<file path="src/rtl/mips_pipe_pkg.sv">
// mips_pipe_pkg: shared MEM->WB types and constants.
// Holds the default pipeline widths, the zero-register index and the
// default-width MEM->WB payload struct.
package mips_pipe_pkg;
    localparam int MEM_WB_DATA_W = 32;
    localparam int MEM_WB_REG_AW = 5;
    localparam int REG_ZERO      = 0;

    typedef struct packed {
        logic                     wb_en;
        logic                     mem_r_en;
        logic [MEM_WB_DATA_W-1:0] alu_result;
        logic [MEM_WB_DATA_W-1:0] mem_read_value;
        logic [MEM_WB_REG_AW-1:0] dest;
    } mem_wb_payload_t;
endpackage

</file>
<file path="src/rtl/pipe_skid_buf.sv">
// pipe_skid_buf: generic valid/ready 2-entry (main + skid) buffer over an opaque payload.
// Ports: clk, rst (sync, active-high), flush (drops both entries),
//        in_valid/in_ready/in_data upstream, out_valid/out_ready/out_data downstream.
module pipe_skid_buf #(
    parameter int W = 8
) (
    input  logic         clk,
    input  logic         rst,
    input  logic         flush,
    input  logic         in_valid,
    output logic         in_ready,
    input  logic [W-1:0] in_data,
    output logic         out_valid,
    input  logic         out_ready,
    output logic [W-1:0] out_data
);
    logic         main_valid_q, main_valid_d, skid_valid_q, skid_valid_d;
    logic [W-1:0] main_q, main_d, skid_q, skid_d;
    logic         accept;

    // Ready depends only on registered state, so out_ready never reaches in_ready.
    assign in_ready  = !skid_valid_q & !rst;
    assign accept    = in_valid & in_ready;
    assign out_valid = main_valid_q;
    assign out_data  = main_q;

    always_comb begin
        main_valid_d = main_valid_q;
        skid_valid_d = skid_valid_q;
        main_d       = main_q;
        skid_d       = skid_q;
        if (!main_valid_q || out_ready) begin
            if (skid_valid_q) begin
                main_d       = skid_q;
                main_valid_d = 1'b1;
                skid_valid_d = 1'b0;
            end else if (accept) begin
                main_d       = in_data;
                main_valid_d = 1'b1;
            end else begin
                main_valid_d = 1'b0;
            end
        end else if (accept) begin
            skid_d       = in_data;
            skid_valid_d = 1'b1;
        end
        if (flush) begin
            main_valid_d = 1'b0;
            skid_valid_d = 1'b0;
        end
    end

    always_ff @(posedge clk) begin
        if (rst) begin
            main_valid_q <= 1'b0;
            skid_valid_q <= 1'b0;
            main_q       <= '0;
            skid_q       <= '0;
        end else begin
            main_valid_q <= main_valid_d;
            skid_valid_q <= skid_valid_d;
            main_q       <= main_d;
            skid_q       <= skid_d;
        end
    end
endmodule

</file>
<file path="src/rtl/mem_wb_pipe_reg.sv">
// mem_wb_pipe_reg: MEM->WB pipeline register with skid buffer, rf write enable and wb data select.
// Ports: clk, rst (sync, active-high), flush; in_valid/in_ready + wb_en_in, mem_r_en_in,
//        alu_result_in, mem_read_value_in, dest_in upstream; out_valid/out_ready + registered
//        wb_en, mem_r_en, alu_result, mem_read_value, dest downstream; rf_we, wb_data.
// Optional MEM_WB_PERF_CNT_EN: adds saturating stall_cnt / bubble_cnt outputs (CNT_W wide).
module mem_wb_pipe_reg
    import mips_pipe_pkg::*;
#(
    parameter int DATA_W = MEM_WB_DATA_W,
    parameter int REG_AW = MEM_WB_REG_AW
`ifdef MEM_WB_PERF_CNT_EN
    ,
    parameter int CNT_W  = 16
`endif
) (
    input  logic              clk,
    input  logic              rst,
    input  logic              flush,
    input  logic              in_valid,
    output logic              in_ready,
    input  logic              wb_en_in,
    input  logic              mem_r_en_in,
    input  logic [DATA_W-1:0] alu_result_in,
    input  logic [DATA_W-1:0] mem_read_value_in,
    input  logic [REG_AW-1:0] dest_in,
    output logic              out_valid,
    input  logic              out_ready,
    output logic              wb_en,
    output logic              mem_r_en,
    output logic [DATA_W-1:0] alu_result,
    output logic [DATA_W-1:0] mem_read_value,
    output logic [REG_AW-1:0] dest,
    output logic              rf_we,
    output logic [DATA_W-1:0] wb_data
`ifdef MEM_WB_PERF_CNT_EN
    ,
    output logic [CNT_W-1:0]  stall_cnt,
    output logic [CNT_W-1:0]  bubble_cnt
`endif
);
    localparam int PW = 2 + 2 * DATA_W + REG_AW;

    logic [PW-1:0] in_pl, out_pl;

    assign in_pl = {wb_en_in, mem_r_en_in, alu_result_in, mem_read_value_in, dest_in};
    assign {wb_en, mem_r_en, alu_result, mem_read_value, dest} = out_pl;

    pipe_skid_buf #(.W(PW)) u_buf (
        .clk       (clk),
        .rst       (rst),
        .flush     (flush),
        .in_valid  (in_valid),
        .in_ready  (in_ready),
        .in_data   (in_pl),
        .out_valid (out_valid),
        .out_ready (out_ready),
        .out_data  (out_pl)
    );

    // Register 0 is hardwired zero, so writes to it are suppressed.
    assign rf_we   = out_valid & out_ready & wb_en & (dest != REG_AW'(REG_ZERO));
    assign wb_data = mem_r_en ? mem_read_value : alu_result;

`ifdef MEM_WB_PERF_CNT_EN
    logic [CNT_W-1:0] stall_cnt_q, stall_cnt_d, bubble_cnt_q, bubble_cnt_d;

    always_comb begin
        stall_cnt_d  = (out_valid & !out_ready & ~&stall_cnt_q) ? stall_cnt_q + 1'b1 : stall_cnt_q;
        bubble_cnt_d = (!out_valid & out_ready & ~&bubble_cnt_q) ? bubble_cnt_q + 1'b1 : bubble_cnt_q;
    end

    always_ff @(posedge clk) begin
        if (rst) begin
            stall_cnt_q  <= '0;
            bubble_cnt_q <= '0;
        end else begin
            stall_cnt_q  <= stall_cnt_d;
            bubble_cnt_q <= bubble_cnt_d;
        end
    end

    assign stall_cnt  = stall_cnt_q;
    assign bubble_cnt = bubble_cnt_q;
`endif
endmodule

</file>
<file path="config.mk">
export PLATFORM = sky130hd
export DESIGN_NAME = mem_wb_pipe_reg
export DESIGN_NICKNAME = d
export VERILOG_FILES = /design/src/rtl/mips_pipe_pkg.sv /design/src/rtl/pipe_skid_buf.sv /design/src/rtl/mem_wb_pipe_reg.sv
export SDC_FILE = /design/constraint.sdc
export NUM_CORES = 1
export LEC_CHECK = 0
export BUFFER_PORTS_ARGS = -buffer_cell sky130_fd_sc_hd__buf_2
export CAP_MARGIN = 10
export CORE_UTILIZATION = 36
export DETAILED_ROUTE_END_ITERATION = 12
export PLACE_DENSITY = 0.68
export SETUP_SLACK_MARGIN = 0.2
export SYNTH_ARGS = -nofsm -noshare
export SYNTH_HDL_FRONTEND = slang
export SYNTH_SLANG_ARGS = --single-unit
</file>
<file path="constraint.sdc">
create_clock -name clk -period 1.45 [get_ports clk]
set_input_delay 0 -clock clk [delete_from_list [all_inputs] [get_ports clk]]
set_output_delay 0 -clock clk [all_outputs]
set_load 0.01 [all_outputs]
</file>
==> flow_summary.toml <==
[pwr]
leakage_nw = 5.24
clkPwrFrac_pct = 44.4
power-per-cell-area_nw_per_um2 = 882
ir_drop_mv = 0.787
internal_power_mw = 8.09
p_seq_share_pct = 39.2
netSwitchingFraction_pct = 24.6
combPwrFrac_pct = 16.4
power_switching_mw = 2.63

[cts]
insertion_delay_ns = 0.43
htreeDepth = 4
cts_tree = "built"
clockBufferDepth = 2
numCtsBuffers = 17
root_buffer = "clkbuf_16"
clock_sinks = 144
clk_pin_slew_worst_paths_ns = 0.06

[sta]
fin_skew_ns = 0.00843
hold_viol = 0
max_freq_ghz = 0.641
post-route-period-util_pct = 108
setup_slack_ns = -0.110
finalSetupViolCount = 119
tightest_slew_ns = 0.424
slew-limit-headroom_pct = 71.7
drv_slew = 0
period_minus_slack_ns = 1.56
rsz0062_at_grt = "yes"

[synth]
yosys_warnings = 0
synth-compound-area-share_pct = 5.38
synth_area_um2 = 7000
yosys.area_share.simple_pct = 22.5
syn_inst = 752
synth_top_family_by_area = "multiplexers"
synth_mux_area_share_pct = 26.7
synth_cell_types = 21
syn-num-nets = 828
synth.avg_cell_area_um2 = 9.31
synth_xor_area_share_pct = 0
synthAdderAreaFrac_pct = 0
ys_ff_latch = 144
seq_area_frac_synth_pct = 41.2

[worst_setup_path]
crit_chain = "clkbuf_16 -> mux2_2 -> buf_2"
slowest_delay_ns = 0.41
regToRegSetupSlack_ns = -0.10
crit_arrival_ns = 1.56
worstPathRequired_ns = 1.45
r2r-start = "u_buf.skid_valid_q$_SDFFE_PP0P_"
r2r_cells = 5
rr_endpoint = "u_buf.out_data[32]$_SDFFE_PP0P_"
crit_buf_inv = 2
critPathKind = "register to output pin"
cp_top_family = "flip-flops"
start_kind = "register"
slowest_stage = "dfxtp_4"
path_max_fanout = 17
cp-end-kind = "output pin"

[finish]
finish.instance_area_um2 = 12100
mostFrequentLayoutCells = "buf_2 (151), dfxtp_1 (141), mux2_4 (98)"
finalNetCount = 1127
synthToLayoutAreaGrowth_pct = 73.4
drive_gt1_share_pct = 46.5
final_common_cell = "buf_2"
n_antenna_cell = 0
post-route-util_pct = 64.3

[placement]
port_buffers = 181
dpl_cell_area_um2 = 8220
gp_congestion = 0.698
post-dp-hpwl_um = 10700

[die]
dieWidth_um = 141
die_h_um = 141
rows = 50
core_area_um2 = 18900
ioPinCount = 182
start_util_pct = 37.1
die_area_um2 = 20000

[run]
drv_cap = 0

[routing]
dr.pass1.iters = 4
routedWlPerCell_um = 19.3
ant_nets = 0
drc = 0
vias_per_cell = 5.10
drt-initial-drc-count = 335
wirelength_um = 25600
num_vias = 6759

[worst_hold_path]
hp-class = "primary input to register"
hold_end = "u_buf.skid_valid_q$_SDFFE_PP0P_"
holdCritStartpoint = "out_ready"
min_path_cells = 4

[grt]
grt_overflow_total = 0
grt_pass1_vias = 6438
grt_max_degree = 106
grt_pass1_wl_um = 36300
grt_antenna_before_repair = 0
track_usage_pct = 24.1

[run_status]
violations = "setup timing"
status = "finished with violations"
[Yosys cell counts, drive strengths merged]
master  number  area (um^2)
dfxtp      144         2880
mux2       103         1160
nor2        74          278
nand2b      72          450
nor2b       72          450
o21ai       72          364
mux2i       71          711
nand3       71          355
clkbuf      38          143
buf         28          155
a211oi       1         7.51
a21oi        1         5.00
and2         1         6.26
nand4b       1         8.76
nor3         1         5.00
nor4         1         6.26
nor4b        1         15.0
[worst register-to-register path, delay by kind of cell (launching register included)]
kind	cells	cell delay, ns
mux	2	0.50
buf+inv	2	0.50
simple gates	1	0.06
flops	1	0.39
[per-stage QoR]
step / worst slack, ns / instances / power (mW) / hold slack (ns) / setup TNS, ns
global route: -0.142 / 1324 / 11.1 / 0.0867 / -12.54
finish: -0.110 / 1324 / 10.7 / 0.0894 / -6.29
detailed placement: 0.0212 / 1143 / 5.35 / 0.177 / 0
CTS: -0.0874 / 1319 / 10.6 / 0.0626 / -4.88
floorplan: 0.138 / 752 / 4.91 / 0.0710 / 0
global placement: 0.0557 / 1143 / 5.33 / 0.175 / 0
[cell type report]
cell class,count,area (um^2)
clock buffers,19,453
clock inverters,13,183
fillers,1480,6750
multi-input cells,542,4530
flip-flops and latches,144,2890
well taps,260,325
repair buffers,346,3760
[what timing repair did]
item | 4_1_cts | 5_1_grt
setup buffers | 36 | 1
endpoints found under the setup margin | 175 | 175
gates cloned | 35 | 4
pin swaps | 49 | 20
hold buffers | 73 | 0
resized for setup | 174 | 108
endpoints found under the hold margin | 142 | 0
[registers in the layout, indices dropped and copies added (netlist names)]
register	count
u_buf.skid_q	71
u_buf.skid_valid_q	1
u_buf.out_data	71
u_buf.out_valid	1
[routing by layer]
layer	global-route usage (%)	up-vias	part of all wire, %
met2	41.2	212	51
met1	30.1	3337	43
met5	0	-	0
li1	-	3177	-
met3	4.76	33	4.5
met4	8.83	0	2.0
[cell families after synthesis]
| group | Yosys count |
|---|---|
| simple gates | 294 |
| compound gates | 74 |
| mux | 174 |
| buf+inv | 66 |
| flops | 144 |
[how the worst max path moves through the flow]
stage	cells past startpoint	start	slack, ns	to
after floorplan	5	u_buf.out_valid$_SDFFE_PP0P_	0.14	u_buf.skid_q[0]$_SDFFE_PP0P_
after global placement	4	u_buf.skid_valid_q$_SDFFE_PP0P_	0.06	u_buf.out_data[58]$_SDFFE_PP0P_
after detailed placement	4	u_buf.skid_valid_q$_SDFFE_PP0P_	0.02	u_buf.skid_q[60]$_SDFFE_PP0P_
after CTS	3	u_buf.out_data[69]$_SDFFE_PP0P_	-0.09	wb_data[18]
after global routing	7	u_buf.skid_valid_q$_SDFFE_PP0P_	-0.14	u_buf.skid_q[35]$_SDFFE_PP0P_
final	3	u_buf.out_data[69]$_SDFFE_PP0P_	-0.11	wb_data[16]
[power by group through the flow]
stage          Combinational, mW  Sequential (mW)  Clock [mW]
3_3_place_gp                1.06             4.27           0
3_5_place_dp                1.08             4.27           0
5_1_grt                     1.86             4.21        5.00
4_1_cts                     1.59             4.18        4.82
6_report                    1.76             4.20        4.76
2_1_floorplan              0.611             4.30           0
Power figures use the tool's default switching activity.
